--- src/rtl/ldtu_gain_sel_ctrl.sv ---
// ldtu_gain_sel_ctrl: LiTe-DTU input-FIFO read/look-ahead pointers and gain x10/x1 window selection
//   CLK, reset       : clock, asynchronous active-high reset
//   GAIN_SEL_MODE    : 00 window 8, 01 window 16, 10 force x10, 11 force x1
//   ref_sat          : saturation compare of FIFO_g10[ref_ptr]
//   rd_ptr, ref_ptr  : FIFO read address and look-ahead address
//   sel_g1           : 1 selects gain x1 sample
//   mode_change      : one-cycle pulse after the registered mode changes
//   sat_count        : saturating count of gain x1 windows opened
module ldtu_gain_sel_ctrl #(
  parameter int NBitsCnt = 4,
  parameter logic [NBitsCnt-1:0] RdPtrInit = 4'b0111,
  parameter logic [NBitsCnt-1:0] RefSample = 4'b0011,
  parameter logic [NBitsCnt-1:0] RefSample2 = 4'b1000,
  parameter int WinShort = 8,
  parameter int WinLong = 16,
  parameter int NBitsSat = 8
) (
  input  logic                CLK,
  input  logic                reset,
  input  logic [1:0]          GAIN_SEL_MODE,
  input  logic                ref_sat,
  output logic [NBitsCnt-1:0] rd_ptr,
  output logic [NBitsCnt-1:0] ref_ptr,
  output logic                sel_g1,
  output logic                mode_change,
  output logic [NBitsSat-1:0] sat_count
);
  typedef enum logic [1:0] {TRACK, FORCE_G10, FORCE_G1} state_t;
  state_t state;
  logic [1:0] mode_q;
  logic [4:0] cnt;
  logic chg, opening;
  logic [4:0] win;
  always_comb begin
    chg = GAIN_SEL_MODE != mode_q;
    win = mode_q == 2'b01 ? 5'(WinLong) : 5'(WinShort);
    // a fresh window opens only when none is running; reloads just extend it
    opening = state == TRACK && !chg && ref_sat && cnt == '0;
    ref_ptr = rd_ptr + (mode_q == 2'b01 ? RefSample2 : RefSample);
    sel_g1 = state == FORCE_G1 || (state == TRACK && cnt != '0);
  end
  always_ff @(posedge CLK or posedge reset) begin
    if (reset) begin
      rd_ptr <= RdPtrInit;
      mode_q <= 2'b00;
      state <= TRACK;
      cnt <= '0;
      mode_change <= 1'b0;
      sat_count <= '0;
    end else begin
      rd_ptr <= rd_ptr + 1'b1;
      mode_q <= GAIN_SEL_MODE;
      mode_change <= chg;
      state <= GAIN_SEL_MODE[1] ? (GAIN_SEL_MODE[0] ? FORCE_G1 : FORCE_G10) : TRACK;
      // any mode change flushes the window, so no window survives a mode switch
      cnt <= (state != TRACK || chg) ? '0 : ref_sat ? win : cnt != '0 ? cnt - 1'b1 : cnt;
      if (opening && sat_count != '1) sat_count <= sat_count + 1'b1;
    end
  end
endmodule
--- config.mk ---
export PLATFORM = sky130hd
export DESIGN_NAME = ldtu_gain_sel_ctrl
export DESIGN_NICKNAME = d
export VERILOG_FILES = /design/src/rtl/ldtu_gain_sel_ctrl.sv
export SDC_FILE = /design/constraint.sdc
export NUM_CORES = 1
export LEC_CHECK = 0
export CORE_MARGIN = 4
export CORE_UTILIZATION = 41
export DETAILED_ROUTE_END_ITERATION = 10
export GPL_TIMING_DRIVEN = 0
export PLACE_DENSITY = 0.66
export SLEW_MARGIN = 20
export SYNTH_ARGS = -nofsm -noshare
export SYNTH_HDL_FRONTEND = slang
export SYNTH_SLANG_ARGS = --single-unit
--- constraint.sdc ---
create_clock -name CLK -period 5.3 [get_ports CLK]
set_clock_uncertainty 0.15 [all_clocks]
set_input_delay 1.06 -clock CLK [delete_from_list [all_inputs] [get_ports CLK]]
set_output_delay 1.06 -clock CLK [all_outputs]
set_load 0.02 [all_outputs]
* Word level (Yosys, flattened, before mapping)
Cells that the tools add are included.
W data, S select, Z words.
** Storage, ports and cells
- Bits in registers :: 22
- Input port bits :: 5
** Cells by class
- $add $sub $neg :: 4
- Eq/ne operators :: 4
- Mux-type cells :: 7
- Reduce and logical (&&, ||, !) cells :: 13
** Operators by type and width (count)
- $mux W5 :: 4
- $add A8 B1 Y8 const B :: 1
- $ne A8 B8 Y1 const B :: 1
- $logic_and A1 B1 Y1 :: 5
- $logic_not A5 Y1 :: 1
- $reduce_bool A5 Y1 :: 1
- $sub A5 B1 Y5 const B :: 1
- $add A4 B1 Y4 const B :: 1
- $add A4 B4 Y4 :: 1
- $mux W2 :: 2
- $mux W4 :: 1
- $reduce_bool A3 Y1 :: 1
- $eq A2 B1 Y1 const B :: 1
- $eq A2 B2 Y1 const B :: 1
- $logic_not A2 Y1 :: 1
- $logic_or A1 B1 Y1 :: 2
- $ne A2 B2 Y1 :: 1
- $reduce_bool A2 Y1 :: 1
- $logic_not A1 Y1 :: 1

* Depth between registers and ports, before layout
- Word-level depth :: 6
- Depth in mapped cells :: 6
- Mapped depth without buffers :: 6

* Worst setup path before layout
No wires, ideal clock.
- Path kind :: reg2out
- Start :: reg rd_ptr[0]
- End :: out ref_ptr[2]
- Arrival time :: 1.584 ns
- Setup slack :: 2.506 ns
- Cell stages (with the launch flop) :: 5
- Cells stage by stage :: dfstp_2 > ha_1 > inv_1 > fa_1 > xnor2_1
** Between the ends
- Longest elaborated chain between the ends :: 1
** RTL lines
- start: declaration :: line 22 : output logic [NBitsCnt-1:0] rd_ptr,
- start signal: assignment :: line 44 : rd_ptr <= RdPtrInit;
- start signal: assignment :: line 51 : rd_ptr <= rd_ptr + 1'b1;
- $add A4 B4 Y4 :: line 39 : ref_ptr = rd_ptr + (mode_q == 2'b01 ? RefSample2 : RefSample);
- end: declaration :: line 23 : output logic [NBitsCnt-1:0] ref_ptr,
Every way passes these cells.

* Worst setup path in the final report
- Start :: reg cnt[0]
- End :: out sel_g1
** Between the ends
- Longest elaborated chain between the ends :: 3
** RTL lines
- start: declaration :: line 31 : logic [4:0] cnt;
- start signal: assignment :: line 56 : cnt <= (state != TRACK || chg) ? '0 : ref_sat ? win : cnt != '0 ? cnt - 1'b1 : cnt;
- $reduce_bool A5 Y1 :: line 40 : sel_g1 = state == FORCE_G1 || (state == TRACK && cnt != '0);
- $logic_and A1 B1 Y1 :: line 40
- $logic_or A1 B1 Y1 :: line 40
- end: declaration :: line 24 : output logic sel_g1,
Every way passes these cells.

==> summary.md <==
| Metric | Value |
|---|---|
| Post-DR wirelength/cell | 13.3 µm |
| Mapped Cells | 100 |
| Status | finished clean |
| Placed insts | 151 |
| Dpl cell area | 1360 µm² |
| Final period util | 65.6% |
| Largest stage delay, worst path | 530 ps |
| DR pass1 iterations | 4 |
| Final Setup Violations | 0 |
| Root Buffer | clkbuf_4 |
| Total number of yosys warnings | 0 |
| DP Worst Slack | 2160 ps |
| Hold Vio Cnt, Final | 0 |
| Initial antenna violation count | 0 |
| Avg Synthesized Cell Area | 11.2 µm² |
| Commonest non-fill, non-tap cell in the layout | clkdlybuf4s50_1 |
| Number of diodes | 0 |
| Element type at the critical path start | flop |
| Worst Setup End Kind | primary output |
| Row Count | 18 |
| Required time worst endpoint | 4090 ps |
| Final Util | 55.0% |
| Fmax | 288 MHz |
| CP max stage cell | clkdlybuf4s50_1 |
| CTS Buf Count | 3 |
| Area delta synth->final | 25.4% |
| Non-filler instance count after layout | 155 |
| Pwr/cell area | 293 nW/µm² |
| Fin area | 1400 µm² |
| RSZ-0062 raised after global routing | no |
| Largest net degree at the start of global routing | 23 |
| DR iter-0 viols | 26 |
| Net Sw Frac | 31.5% |
| Clock latency on the worst-skew pair | 300 ps |
| Crit path cell chain | inv_1 > ha_1 > or4b_4 > nor2_1 > nor2_1 > clkdlybuf4s50_1 |
| Sequential share of power | 50.2% |
| Internal power | 0.281 mW |
| Core footprint | 2540 µm² |
| # DRC | 0 |
| Share of cells above drive strength 1 | 13.6% |
| GR Overflow Total | 0 |
| Final worst setup slack | 1820 ps |
| Hold_ws | 345 ps |
| WL final | 2060 µm |
| Arrival time worst endpoint | 2270 ps |
| Max Root-Sink Buffers | 2 |
| Routed Antenna Nets | 0 |
| Cell variety after synth | 30 |
| PortBufs | 21 |
| Area leader, netlist | dfrtp_1 |
| Post-synthesis sequential area ratio | 49.7% |
| Vias in the first global route | 792 |
| Min-Delay Path Class | flop to flop |
| Max-slew violation count | 0 |
| Maxcap violations | 0 |
| Via count | 758 |
| CTS tree | done |
| Clock power frac | 22.4% |
| Vias per cell | 4.89 |
| Pleak | 0.631 nW |
| DIE AREA | 3620 µm² |
| Most frequent cells in the layout | 21 x clkdlybuf4s50_1, 19 x dfrtp_1, 10 x inv_1, 9 x nor2_1, 9 x xor2_1 |
| Post-CTS Setup Bufs | 0 |
| Gr usage total | 13.6% |
| Hpwl dp | 1600 µm |
| #FFs+latches synth | 22 |
| P_sw | 0.129 mW |
| Worst VDD drop | 0.245 mV |
| Hold bufs inserted after CTS | 0 |
| First-pass GRT wire length | 3640 µm |
| Combinational share of power | 27.4% |
| Clk slew on worst S/H paths | 120 ps |
| Crit Path Max Fanout | 5 |
| Mapped Area | 1120 µm² |
| Chip height | 60.2 µm |
| Slew headroom | 47.9% |
| I/O Pins | 23 |
| Clk sinks | 22 |
| Initial Utilization | 43.9% |
| Most Frequent Cell on Critical Path | nor2_1 |
| Htree depth | 1 |
| Syn Nets | 111 |
| Tmin final | 3480 ps |
| GPL Wtd Cong | 0.699 |
| Synth area leaders | dfrtp_1 43%, dfstp_2 7.1%, xor2_1 7.1% |
| NumNets Final | 137 |
| Total power | 0.410 mW |
| Worst-margin pin slew | 780 ps |
| Setup TNS Final | 0 ps |
| Setup Crit Path Kind | flop to primary output |
| Post-cts gate resize count | 0 |
| Die X | 60.2 µm |
| Area share of the largest cell type after synthesis | 42.6% |
[cells in the mapped netlist, drive strengths merged]
| cell | count |
|---|---|
| nor2b | 2 |
| and2 | 1 |
| nand2 | 4 |
| nor2 | 10 |
| nor4b | 1 |
| inv | 10 |
| and4 | 1 |
| or4b | 1 |
| buf | 1 |
| xor2 | 9 |
| nor4 | 1 |
| xnor2 | 7 |
| a21oi | 2 |
| clkbuf | 1 |
| a2111oi | 1 |
| dfrtp | 19 |
| o211ai | 2 |
| nand3 | 5 |
| fa | 1 |
| nand4 | 1 |
| nor3 | 7 |
| dfstp | 3 |
| a22oi | 1 |
| ha | 5 |
| a211oi | 1 |
| nand2b | 1 |
| mux2 | 2 |
[registers in the layout (all words and copies together) (netlist names)]
register	cells
cnt	5
mode_change	1
mode_q	2
rd_ptr	4
sat_count	8
state	2
[power by group through the flow]
| stage | clock (mW) | combinational, mW | sequential, mW |
|---|---|---|---|
| after floorplan | 0 | 0.0476 | 0.224 |
| after global placement | 0 | 0.112 | 0.208 |
| after detailed placement | 0 | 0.114 | 0.208 |
| after CTS | 0.0935 | 0.115 | 0.205 |
| after global routing | 0.0995 | 0.124 | 0.209 |
| final | 0.0920 | 0.112 | 0.206 |
[critical path: cells and delay by family, from the launching register on]
kind / cells / cell delay, ps
flip-flops: 1 / 400
buffers and inverters: 2 / 620
adder cells (fa/ha/maj): 1 / 240
AND/OR/NAND/NOR: 3 / 690
[logic make-up (layout without fill, tap and decap cells)]
family	count (synthesis)	count (layout)	share of synthesized area, %
compound gates	7	7	5.38
xor+xnor	16	16	12.6
fa+ha+maj	6	6	7.40
buf+inv	12	37	4.15
flops	22	22	49.7
mux	2	2	2.02
simple gates	35	35	18.8
[final timing paths]
kind                           start      endpoint  slack (ps)  cells after the start
max                           cnt[0]        sel_g1        1820                      6
min                        rd_ptr[0]     rd_ptr[0]         350                      1
max reg2reg                   cnt[0]  sat_count[1]        3160                      6
min reg2reg                rd_ptr[0]     rd_ptr[0]         350                      1
max in group asynchronous      reset     rd_ptr[3]        3480                      2
min in group asynchronous      reset  sat_count[2]        1030                      2
[metal layers]
| metal | vias to the layer above | GRT usage [%] | share of wire (%) |
|---|---|---|---|
| li1 | 387 | - | - |
| met5 | - | 0 | 0 |
| met4 | 0 | 3.80 | 0.87 |
| met2 | 11 | 21.6 | 49 |
| met1 | 358 | 18.8 | 48 |
| met3 | 2 | 2.81 | 2.1 |
[final cells by class]
type / instances / area (µm²)
well taps: 30 / 37.5
repair buffers: 21 / 210
clock buffers: 4 / 36.3
fillers: 249 / 1140
flip-flops and latches: 22 / 554
inverters: 10 / 37.5
multi-input cells: 66 / 515
plain buffers: 2 / 8.76
Note: power is estimated with default switching activity, not from simulation.
